### src/rtl/lif_pkg.sv
// Shared state encoding, default tuning constants and arithmetic helpers
// for the LIF sweep scheduler.
package lif_pkg;

    typedef enum logic [2:0] {
        IDLE      = 3'd0,
        LOAD      = 3'd1,
        LEAK      = 3'd2,
        INTEGRATE = 3'd3,
        STORE     = 3'd4,
        COMMIT    = 3'd5
    } lif_state_e;

    localparam int c_THRESHOLD  = 200;
    localparam int c_WEIGHT     = 60;
    localparam int c_LEAK_SHIFT = 3;
    localparam int c_REFRACTORY = 4;

    // Sum at one bit wider than the operands, then clamp to the all-ones value of 'width' bits.
    function automatic logic [31:0] sat_add(input logic [31:0] a, input logic [31:0] b,
                                            input int unsigned width);
        logic [32:0] sum;
        logic [32:0] max_val;
        sum     = {1'b0, a} + {1'b0, b};
        max_val = (33'd1 << width) - 33'd1;
        if (sum > max_val) begin
            return max_val[31:0];
        end else begin
            return sum[31:0];
        end
    endfunction

    function automatic logic [31:0] leak(input logic [31:0] p, input int unsigned shift);
        return p - (p >> shift);
    endfunction

endpackage

### src/rtl/lif_state_ram.sv
// Potential and refractory storage: one write port, a combinational load
// port for the sweep and a registered display read port.
module lif_state_ram #(
    parameter int c_NUM_NEURONS = 8,
    parameter int c_IDX_WIDTH   = 3,
    parameter int c_POT_WIDTH   = 8,
    parameter int c_REF_WIDTH   = 3
) (
    input  logic                   i_Clk,
    input  logic                   i_Rst,
    input  logic                   i_Wr_En,
    input  logic [c_IDX_WIDTH-1:0] i_Wr_Index,
    input  logic [c_POT_WIDTH-1:0] i_Wr_Potential,
    input  logic [c_REF_WIDTH-1:0] i_Wr_Refractory,
    input  logic [c_IDX_WIDTH-1:0] i_Ld_Index,
    output logic [c_POT_WIDTH-1:0] o_Ld_Potential,
    output logic [c_REF_WIDTH-1:0] o_Ld_Refractory,
    input  logic [c_IDX_WIDTH-1:0] i_Rd_Index,
    output logic [c_POT_WIDTH-1:0] o_Rd_Potential
);

    logic [c_POT_WIDTH-1:0] pot_q [c_NUM_NEURONS];
    logic [c_POT_WIDTH-1:0] pot_d [c_NUM_NEURONS];
    logic [c_REF_WIDTH-1:0] ref_q [c_NUM_NEURONS];
    logic [c_REF_WIDTH-1:0] ref_d [c_NUM_NEURONS];
    logic [c_POT_WIDTH-1:0] rd_pot_q;
    logic [c_POT_WIDTH-1:0] rd_pot_d;

    // Write-first: the display port sees a STORE result on the same edge it is written.
    always_comb begin
        pot_d = pot_q;
        ref_d = ref_q;
        if (i_Wr_En && (32'(i_Wr_Index) < c_NUM_NEURONS)) begin
            pot_d[i_Wr_Index] = i_Wr_Potential;
            ref_d[i_Wr_Index] = i_Wr_Refractory;
        end else begin
            pot_d = pot_q;
        end
        if (32'(i_Rd_Index) < c_NUM_NEURONS) begin
            rd_pot_d = pot_d[i_Rd_Index];
        end else begin
            rd_pot_d = '0;
        end
        if (32'(i_Ld_Index) < c_NUM_NEURONS) begin
            o_Ld_Potential  = pot_q[i_Ld_Index];
            o_Ld_Refractory = ref_q[i_Ld_Index];
        end else begin
            o_Ld_Potential  = '0;
            o_Ld_Refractory = '0;
        end
    end

    // Array and read-port registers.
    always_ff @(posedge i_Clk) begin
        if (i_Rst) begin
            pot_q    <= '{default: '0};
            ref_q    <= '{default: '0};
            rd_pot_q <= '0;
        end else begin
            pot_q    <= pot_d;
            ref_q    <= ref_d;
            rd_pot_q <= rd_pot_d;
        end
    end

    assign o_Rd_Potential = rd_pot_q;

endmodule

### src/rtl/lif_sweep_scheduler.sv
// Once-per-frame leaky integrate-and-fire sweep over a small neuron bank,
// started by the falling edge of VSync.
module lif_sweep_scheduler #(
    parameter int c_NUM_NEURONS = 8,
    parameter int c_IDX_WIDTH   = 3,
    parameter int c_POT_WIDTH   = 8,
    parameter int c_THRESHOLD   = lif_pkg::c_THRESHOLD,
    parameter int c_WEIGHT      = lif_pkg::c_WEIGHT,
    parameter int c_LEAK_SHIFT  = lif_pkg::c_LEAK_SHIFT,
    parameter int c_REFRACTORY  = lif_pkg::c_REFRACTORY
) (
    input  logic                     i_Clk,
    input  logic                     i_Rst,
    input  logic                     i_VSync,
    input  logic                     i_Action_Potential,
    input  logic [c_IDX_WIDTH-1:0]   i_Rd_Index,
    output logic [c_POT_WIDTH-1:0]   o_Rd_Potential,
    output logic                     o_Spike,
    output logic [c_IDX_WIDTH-1:0]   o_Spike_Index,
    output logic [c_NUM_NEURONS-1:0] o_Fired,
    output logic                     o_Busy,
    output logic                     o_Overrun
);
    import lif_pkg::*;

    localparam int c_REF_WIDTH = $clog2(c_REFRACTORY + 1);

    lif_state_e               state_q, state_d;
    logic [c_IDX_WIDTH-1:0]   idx_q, idx_d;
    logic [c_POT_WIDTH-1:0]   p_q, p_d;
    logic [c_REF_WIDTH-1:0]   r_q, r_d;
    logic                     pend_q, pend_d;
    logic                     vsync_q;
    logic [c_NUM_NEURONS-1:0] fired_prev_q, fired_prev_d;
    logic [c_NUM_NEURONS-1:0] fired_next_q, fired_next_d;
    logic [c_NUM_NEURONS-1:0] fired_q, fired_d;
    logic                     spike_q, spike_d;
    logic [c_IDX_WIDTH-1:0]   spike_idx_q, spike_idx_d;
    logic                     busy_q, busy_d;
    logic                     overrun_q, overrun_d;

    logic                     tick;
    logic                     neuron_in;
    logic                     wr_en;
    logic [c_POT_WIDTH-1:0]   wr_pot;
    logic [c_REF_WIDTH-1:0]   wr_ref;
    logic [c_POT_WIDTH-1:0]   ld_pot;
    logic [c_REF_WIDTH-1:0]   ld_ref;

    lif_state_ram #(
        .c_NUM_NEURONS (c_NUM_NEURONS),
        .c_IDX_WIDTH   (c_IDX_WIDTH),
        .c_POT_WIDTH   (c_POT_WIDTH),
        .c_REF_WIDTH   (c_REF_WIDTH)
    ) u_ram (
        .i_Clk           (i_Clk),
        .i_Rst           (i_Rst),
        .i_Wr_En         (wr_en),
        .i_Wr_Index      (idx_q),
        .i_Wr_Potential  (wr_pot),
        .i_Wr_Refractory (wr_ref),
        .i_Ld_Index      (idx_q),
        .o_Ld_Potential  (ld_pot),
        .o_Ld_Refractory (ld_ref),
        .i_Rd_Index      (i_Rd_Index),
        .o_Rd_Potential  (o_Rd_Potential)
    );

    // Sweep sequencing, neuron arithmetic and output pulses.
    always_comb begin
        state_d      = state_q;
        idx_d        = idx_q;
        p_d          = p_q;
        r_d          = r_q;
        pend_d       = pend_q | i_Action_Potential;
        fired_prev_d = fired_prev_q;
        fired_next_d = fired_next_q;
        fired_d      = fired_q;
        spike_d      = 1'b0;
        spike_idx_d  = '0;
        overrun_d    = 1'b0;
        neuron_in    = 1'b0;
        wr_en        = 1'b0;
        wr_pot       = p_q;
        wr_ref       = r_q;
        tick         = vsync_q & ~i_VSync;

        case (state_q)
            IDLE: begin
                if (tick) begin
                    state_d = LOAD;
                    idx_d   = '0;
                end else begin
                    state_d = IDLE;
                end
            end
            LOAD: begin
                p_d     = ld_pot;
                r_d     = ld_ref;
                state_d = LEAK;
            end
            LEAK: begin
                p_d     = c_POT_WIDTH'(leak(32'(p_q), c_LEAK_SHIFT));
                state_d = INTEGRATE;
            end
            INTEGRATE: begin
                // Neuron 0 consumes the button flag; a still-held button keeps it armed.
                if (idx_q == '0) begin
                    neuron_in = pend_q;
                    pend_d    = i_Action_Potential;
                end else begin
                    neuron_in = fired_prev_q[idx_q - c_IDX_WIDTH'(1)];
                end
                if (r_q == '0) begin
                    if (neuron_in) begin
                        p_d = c_POT_WIDTH'(sat_add(32'(p_q), 32'(c_WEIGHT), c_POT_WIDTH));
                    end else begin
                        p_d = p_q;
                    end
                end else begin
                    p_d = '0;
                    r_d = r_q - c_REF_WIDTH'(1);
                end
                state_d = STORE;
            end
            STORE: begin
                wr_en = 1'b1;
                if (32'(p_q) >= c_THRESHOLD) begin
                    wr_pot              = '0;
                    wr_ref              = c_REF_WIDTH'(c_REFRACTORY);
                    fired_next_d[idx_q] = 1'b1;
                    spike_d             = 1'b1;
                    spike_idx_d         = idx_q;
                end else begin
                    wr_pot              = p_q;
                    wr_ref              = r_q;
                    fired_next_d[idx_q] = 1'b0;
                end
                if (32'(idx_q) == c_NUM_NEURONS - 1) begin
                    state_d = COMMIT;
                end else begin
                    state_d = LOAD;
                    idx_d   = idx_q + c_IDX_WIDTH'(1);
                end
            end
            COMMIT: begin
                fired_prev_d = fired_next_q;
                fired_d      = fired_next_q;
                state_d      = IDLE;
            end
            default: begin
                state_d = IDLE;
            end
        endcase

        if (tick && (state_q != IDLE)) begin
            overrun_d = 1'b1;
        end else begin
            overrun_d = 1'b0;
        end
        busy_d = (state_d != IDLE);
    end

    // State and output registers.
    always_ff @(posedge i_Clk) begin
        if (i_Rst) begin
            state_q      <= IDLE;
            idx_q        <= '0;
            p_q          <= '0;
            r_q          <= '0;
            pend_q       <= 1'b0;
            vsync_q      <= 1'b0;
            fired_prev_q <= '0;
            fired_next_q <= '0;
            fired_q      <= '0;
            spike_q      <= 1'b0;
            spike_idx_q  <= '0;
            busy_q       <= 1'b0;
            overrun_q    <= 1'b0;
        end else begin
            state_q      <= state_d;
            idx_q        <= idx_d;
            p_q          <= p_d;
            r_q          <= r_d;
            pend_q       <= pend_d;
            vsync_q      <= i_VSync;
            fired_prev_q <= fired_prev_d;
            fired_next_q <= fired_next_d;
            fired_q      <= fired_d;
            spike_q      <= spike_d;
            spike_idx_q  <= spike_idx_d;
            busy_q       <= busy_d;
            overrun_q    <= overrun_d;
        end
    end

    assign o_Spike       = spike_q;
    assign o_Spike_Index = spike_idx_q;
    assign o_Fired       = fired_q;
    assign o_Busy        = busy_q;
    assign o_Overrun     = overrun_q;

endmodule

### config.mk
export PLATFORM = sky130hd
export DESIGN_NAME = lif_sweep_scheduler
export DESIGN_NICKNAME = d
export VERILOG_FILES = /design/src/rtl/lif_pkg.sv /design/src/rtl/lif_state_ram.sv /design/src/rtl/lif_sweep_scheduler.sv
export SDC_FILE = /design/constraint.sdc
export NUM_CORES = 1
export LEC_CHECK = 0
export CORE_ASPECT_RATIO = 1.75
export CORE_MARGIN = 3
export CORE_UTILIZATION = 52
export CTS_CLUSTER_SIZE = 10
export DETAILED_ROUTE_END_ITERATION = 7
export PLACE_DENSITY = 0.7
export SLEW_MARGIN = 20
export SYNTH_ARGS = -nofsm -noshare
export SYNTH_HDL_FRONTEND = slang
export SYNTH_HIERARCHICAL = 1
export SYNTH_SLANG_ARGS = --single-unit
### constraint.sdc
create_clock -name i_Clk -period 2.8 [get_ports i_Clk]
set_input_delay 0.7 -clock i_Clk [delete_from_list [all_inputs] [get_ports i_Clk]]
set_output_delay 0.7 -clock i_Clk [all_outputs]
set_load 0.02 [all_outputs]
==> flow_summary.ini <==
[detailed_routing]
drt-vias-per-instance = 6.11
ant_nets = 0
drt-total-wl_um = 18700
wl_per_cell_um = 19.6
drt-initial-drc-count = 397
first_pass_iters = 6
num_vias = 5841
drc = 0

[worst_setup_path]
crit_chain = inv_1 -> ha_1 -> mux4_2 -> o22ai_1 -> o22ai_2 -> o21bai_2 -> nor3_1 -> a31o_1
reg2reg_from = idx_q[0]
rrSetupSlack_ns = 0.20
critPathMaxFanout = 12
slowest_delay_ns = 0.56
critPathTopFamily = compound AO/OA/AOI/OAI gates
crit_path_top_delay_cell = mux4_2
critPathArrivalTime_ns = 2.90
ff2ff_path_depth = 8
end_kind = register
startpoint_type = register
worst-endpoint-required_ns = 3.10
r2r-end = p_q[2]
worstSetupPathType = reg -> reg
crit_buf_inv = 1

[timing]
rsz0062_at_grt = no
finalSetupViolCount = 0
timing_worst_slew_pin_value_ns = 0.790
clock.fmax_mhz = 385
finalHoldViolations = 0
final.setup_skew_ns = 0.00730
min_period_over_period_pct = 92.8
slew_violations = 0
min_period_ns = 2.60
setup_tns_ns = 0
slew_headroom_pct = 47.1

[cts]
cts_max_level = 4
clkLatencyLatePin_ns = 0.41
clock_sinks = 137
cts_buffers = 17
ctsResizeCount = 0
clock_path_buffers = 2
cts_tree = yes
postCtsSetupBuffers = 0
hold_buffers = 0
clk_pin_slew_ns = 0.06
clock-root-buffer = clkbuf_16

[final_layout]
antenna_cells_inserted = 0
fin_area_mm2 = 0.00811
syn_to_final_growth_pct = 15.4
nets = 793
drive_gt1_share_pct = 16.9

[flow_run]
drv_cap = 0

[die]
dieHeight_um = 160
chipWidth_um = 93.9
dieArea_mm2 = 0.0150
rows = 55
initial_core_util_pct = 53.8
io_pins = 29
coreArea_mm2 = 0.0131

[yosys]
synthArstFlopShare_pct = 0
ys_ff_latch = 137
yosysUniqueCellTypes = 76
synth_edf_count = 0
synth_area_leader_cell = dfxtp_1
syn_inst = 742
syn_area_per_cell_um2 = 9.47
yosysWarningCount = 6
synthTopCellsByArea = dfxtp_1, mux2i_1, mux4_2
syn_nets = 763
synth_area_mm2 = 0.00703
seq_area_frac_synth_pct = 39.0
synth_flop_cell = dfxtp_1
synth_top_area_share_pct = 39.0

[power_and_ir_drop]
p_total_mw = 4.60
power.density_mw_per_mm2 = 567
peakVddDrop_v = 0.000494
p_leak_nw = 3.24

[global_route]
grt_pass1_vias = 6025
grt.overflow.total = 0
grt_start_max_net_pins = 74
grt_usage_pct = 25.6
grt_pass1_wl_um = 30200
antenna_found_initial = 0

[placed_design]
dpl.hpwl_um = 12700
dpl-instance-area_mm2 = 0.00750
gp_congestion = 1.01
port_buffers = 28

[status]
status = finished, final reports clean

[worst_hold_path]
hold_depth = 2
worstHoldPathType = reg -> reg
-- stage by stage --
stage	utilization, %	instances	setup WS (ns)	hold WS, ns
after CTS	62.0	956	0.207	0.461
after global routing	62.0	956	0.0429	0.481
after detailed placement	57.4	924	0.215	0.451
after floorplan	-	742	0.218	0.437
final	62.0	956	0.201	0.457
after global placement	57.3	924	0.000852	0.446
-- synth_stat cells, types with 3 or more instances --
library cell and number:
nand3_1 20, mux2i_1 90, a221oi_1 3, xnor2_1 3
nand4_1 10, ha_1 13, clkbuf_1 32, nand4b_1 4
a21oi_1 35, mux2_2 15, o21ai_0 9, nor3_1 13
nor2b_1 12, a22oi_1 9, and2_1 3, clkbuf_8 3
nor2_1 118, buf_2 10, o22ai_1 5, mux4_2 24
nand2b_1 5, buf_4 8, buf_6 7, nand2_1 69
dfxtp_1 137, inv_1 17, or3_1 4, a222oi_1 6
-- report_power, final --
part	switching, mW	total [mW]	internal (mW)
clock network	0.883	2.32	1.43
logic	0.195	0.307	0.112
registers	0.00866	1.98	1.97
-- registers in the layout, summed over array words and instances (netlist names), named ones only --
register and count:
u_ram/ref_q 24, o_Spike 1, state_q 3, o_Fired 8, o_Busy 1, o_Spike_Index 3
p_q 8, vsync_q 1, u_ram/o_Rd_Potential 8, idx_q 3, r_q 3, pend_q 1
o_Overrun 1, u_ram/pot_q 64
-- worst max-delay path by stage --
stage | start | to | slack (ns) | depth (start not counted)
after floorplan | idx_q[0] | p_q[2] | 0.22 | 10
after global placement | p_q[2] | u_ram/o_Rd_Potential[0] | 0.0009 | 10
after detailed placement | idx_q[0] | p_q[2] | 0.21 | 8
after CTS | idx_q[0] | p_q[2] | 0.21 | 8
after global routing | idx_q[0] | p_q[5] | 0.04 | 8
final | idx_q[0] | p_q[2] | 0.20 | 8
-- cells in the final DEF (no fill, tap or decap), drive strengths merged, types with 3 or more instances in the layout --
cell type      instances
a21oi                 36
a221oi                 3
a222oi                 6
a22oi                  9
and2                   4
and4bb                 3
buf                   44
bufinv                 3
clkbuf                19
clkdlybuf4s50         27
clkinvlp               5
dfxtp                137
ha                    13
inv                   20
mux2                  15
mux2i                 90
mux4                  24
nand2                 69
nand2b                 5
nand3                 21
nand4                 10
nand4b                 4
nor2                 119
nor2b                 12
nor3                  13
nor4b                  3
o211ai                 3
o21ai                 10
o22ai                  6
o31ai                  3
or2                    3
or3                    5
xnor2                  3
-- per-layer routing --
metal,GRT usage (%),up-vias,wire [µm]
met1,28.4,2856,7120
met3,5.23,59,957
met4,13.4,0,811
met2,45.1,221,9820
li1,-,2705,-
met5,0,-,0
-- kinds of logic after synthesis --
kind of cell / Yosys count / share of synthesized area [%]
multiplexers: 129 / 22.9
AND/OR/NAND/NOR: 282 / 19.0
XOR/XNOR: 4 / 0.498
AO/OA/AOI/OAI: 99 / 10.1
flip-flops: 137 / 39.0
buffers and inverters: 77 / 5.89
adder cells (fa/ha/maj): 14 / 2.60
-- layout make-up --
class                   count  area (µm²)
flip-flops and latches    137        2750
well taps                 171         214
repair buffers             71         601
clock inverters            13         168
inverters                  17        63.8
fillers                  1120        4960
multi-input cells         528        3880
clock buffers              19         443
-- worst min-delay path, stage by stage, from the launching register on --
cell,delay (ns)
dfxtp_1,0.31
nand2_1,0.05
a21oi_1,0.05
Note: power is estimated with default switching activity, not from simulation.
==> edit, RTL diff (same flow settings) <==
The 6 states of `lif_state_e` get a Gray code encoding in 3 bits.
--- a/src/rtl/lif_pkg.sv
+++ b/src/rtl/lif_pkg.sv
@@ -4,10 +4,10 @@
 
     typedef enum logic [2:0] {
-        IDLE      = 3'd0,
-        LOAD      = 3'd1,
-        LEAK      = 3'd2,
-        INTEGRATE = 3'd3,
-        STORE     = 3'd4,
-        COMMIT    = 3'd5
+        IDLE      = 3'b000,
+        LOAD      = 3'b001,
+        LEAK      = 3'b011,
+        INTEGRATE = 3'b010,
+        STORE     = 3'b110,
+        COMMIT    = 3'b111
     } lif_state_e;
 
Behaviour: no difference found for any inputs over 10 cycles, from zero or initial values and one cycle with i_Rst high; not proved beyond that.
==> edit against the unedited design <==
  * Routed wire length is 1.2% higher
  * Power grew 5.9%
  * Synthesized cell count shrank 1.3%
  * Largest cell class unchanged
  * Sequential cell count unchanged
  * Clock power up 6%
  * Synthesized area grew 0.43%
  * Worst setup slack improved by 0.072 ns
  * Cell area is 0.97% higher
==> edit: results (changes against the unedited design) <==
- Status: finished, final reports clean (unchanged)
- Hold Crit Start: pend_q
- Main synth FF type: dfxtp_1 (unchanged)
- Root Driver: clkbuf_16 (unchanged)
- Layout cells sized above 1: 15.9% (was 16.9%)
- Post-DP HPWL: 13000 um (was 12700 um)
- Worst hold path class: register to register (unchanged)
- CTS H-Tree Depth: 4 (unchanged)
- Largest cells by area after synthesis: dfxtp_1, mux2i_1, mux4_2 (unchanged)
- Met3 wire len: 813 um (was 957 um)
- Tot GR Track Use: 26.5% (was 25.6%)
- Share of flip-flops with an asynchronous set or reset: 0% (unchanged)
- Worst vdd ir: 0.444 mV (was 0.494 mV)
- Vias after detailed routing: 5721 (was 5841)
- Clock Skew: 0.00596 ns (was 0.00730 ns)
- Nets: 773 (was 793)
- CP max FO: 11 (was 12)
- Yosys cell types: 72 (was 76)
- Worst-skew pair later-pin latency: 0.42 ns
- Reg clk slew, reported paths: 0.06 ns (about the same)
- Ys Warns: 6 (unchanged)
- WL met2: 9430 um (was 9820 um)
- Fmax: 396 MHz (was 385 MHz)
- Crit path launch: p_q[2] (was idx_q[0])
- Largest net degree at the start of global routing: 56 (was 74)
- Slew HR: 52.9% (was 47.1%)
- Biggest regs: u_ram/pot_q: 64 flops, u_ram/ref_q: 24 flops (unchanged)
- Clk buf depth: 2 (unchanged)
- WL/cell: 20.3 um (was 19.6 um)
- DP Worst Slack: 0.0924 ns (was 0.215 ns)
- RePlAce Congestion: 0.950 (was 1.01)
- First-pass DRT Iterations: 5 (was 6)
- Crit path max-delay family: compound AO/OA/AOI/OAI gates (unchanged)
- Number of diodes: 0 (unchanged)
- Most frequent cells after synthesis: dfxtp_1, nor2_1, mux2i_1 (unchanged)
- Initial antenna violation count: 0 (unchanged)
- Detailed router's first-iteration violation count: 321 (was 397)
- Slowest stage delay, CP: 0.42 ns (was 0.56 ns)
- Seq/Total Area, Yosys: 38.9% (was 39.0%)
- DR top layer: met4 (unchanged)
- Vias in the first global route: 5971 (was 6025)
- CTS Buf Count: 17 (unchanged)
- Fill cell count: 1108 (was 1120)
- Syn nets: 754 (was 763)
- Slowest cell on crit path: a2111oi_1 (was mux4_2)
- Worst setup SP type: register (unchanged)
- Setup bufs post-CTS: 0 (unchanged)
- Crit path DAT: 2.89 ns (was 2.90 ns)
- PortBufs: 28 (unchanged)
- Area post-placement: 0.00751 mm^2 (was 0.00750 mm^2)
- Flop-to-flop setup slack: 0.27 ns (was 0.20 ns)
- Leakage: 3.36 nW (was 3.24 nW)
- First-pass GRT wire length: 31100 um (was 30200 um)
- Post_cts resized: 0 (unchanged)
- Int Pwr: 0.00375 W (was 0.00351 W)
- Met1 WL: 7610 um (was 7120 um)
edit: cell count changes in the layout (fill, tap and decap cells not counted), sizes merged, moves of 4 or more:
cell,delta
o22ai,-5
o21ai,+6
nand2,-27
buf,-15
nor2,+18
mux2i,+17
nand3,-15
nand3b,+4
a21oi,-14
edit: per-layer routing:
layer,global-route usage (%),up-vias
li1,-,2663
met5,0,-
met2,44.8,175
met4,15.0,0
met1,30.7,2802
met3,4.85,81
edit: worst register-to-register path, delay by kind of cell, from the launching register on:
| family | cells | cell delay (ns) |
|---|---|---|
| flip-flops | 1 | 0.41 |
| multiplexers | 1 | 0.15 |
| AND/OR/NAND/NOR | 4 | 0.55 |
| adder cells (fa/ha/maj) | 1 | 0.22 |
| buffers and inverters | 2 | 0.39 |
| AO/OA/AOI/OAI | 2 | 0.76 |
edit: cells by family (layout without fill, tap and decap cells):
group           after synthesis  in the layout  share of synthesized area [%]
mux                         144            144                           24.9
simple gates                266            266                           18.4
compound gates               93             93                           9.75
buf+inv                      73            103                           4.87
flops                       137            137                           38.9
xor+xnor                      4              4                          0.496
fa+ha+maj                    15             15                           2.77
edit: power by group through the flow:
stage / logic (W) / registers [W] / clock network [W]
2_1_floorplan: 0.000266 / 0.00204 / 0
3_3_place_gp: 0.000389 / 0.00203 / 0
3_5_place_dp: 0.000393 / 0.00203 / 0
4_1_cts: 0.000394 / 0.00199 / 0.00250
5_1_grt: 0.000441 / 0.00199 / 0.00259
6_report: 0.000404 / 0.00199 / 0.00247
edit: final cells by class:
| class | count | area [um^2] | share of cell area (%) |
|---|---|---|---|
| Clock buffer | 19 | 453 | 5.53 |
| Multi-Input combinational cell | 522 | 4010 | 48.9 |
| Tap cell | 171 | 214 | 2.61 |
| Clock inverter | 11 | 196 | 2.40 |
| Timing Repair Buffer | 56 | 513 | 6.26 |
| Sequential cell | 137 | 2740 | 33.5 |
| Inverter | 17 | 63.8 | 0.779 |
edit: worst paths after layout:
check,cells after the start,end
worst max-delay path,10,u_ram/o_Rd_Potential[4]
worst min-delay path,2,pend_q
worst max register to register,10,u_ram/o_Rd_Potential[4]
worst min register to register,2,pend_q
edit: metrics by stage:
stage	utilization (%)	cells	hold WS, ns
floorplan	-	732	0.444
finish	62.6	933	0.477
global route	62.6	933	0.523
detailed placement	57.4	903	0.475
global placement	57.4	903	0.460
CTS	62.4	933	0.489
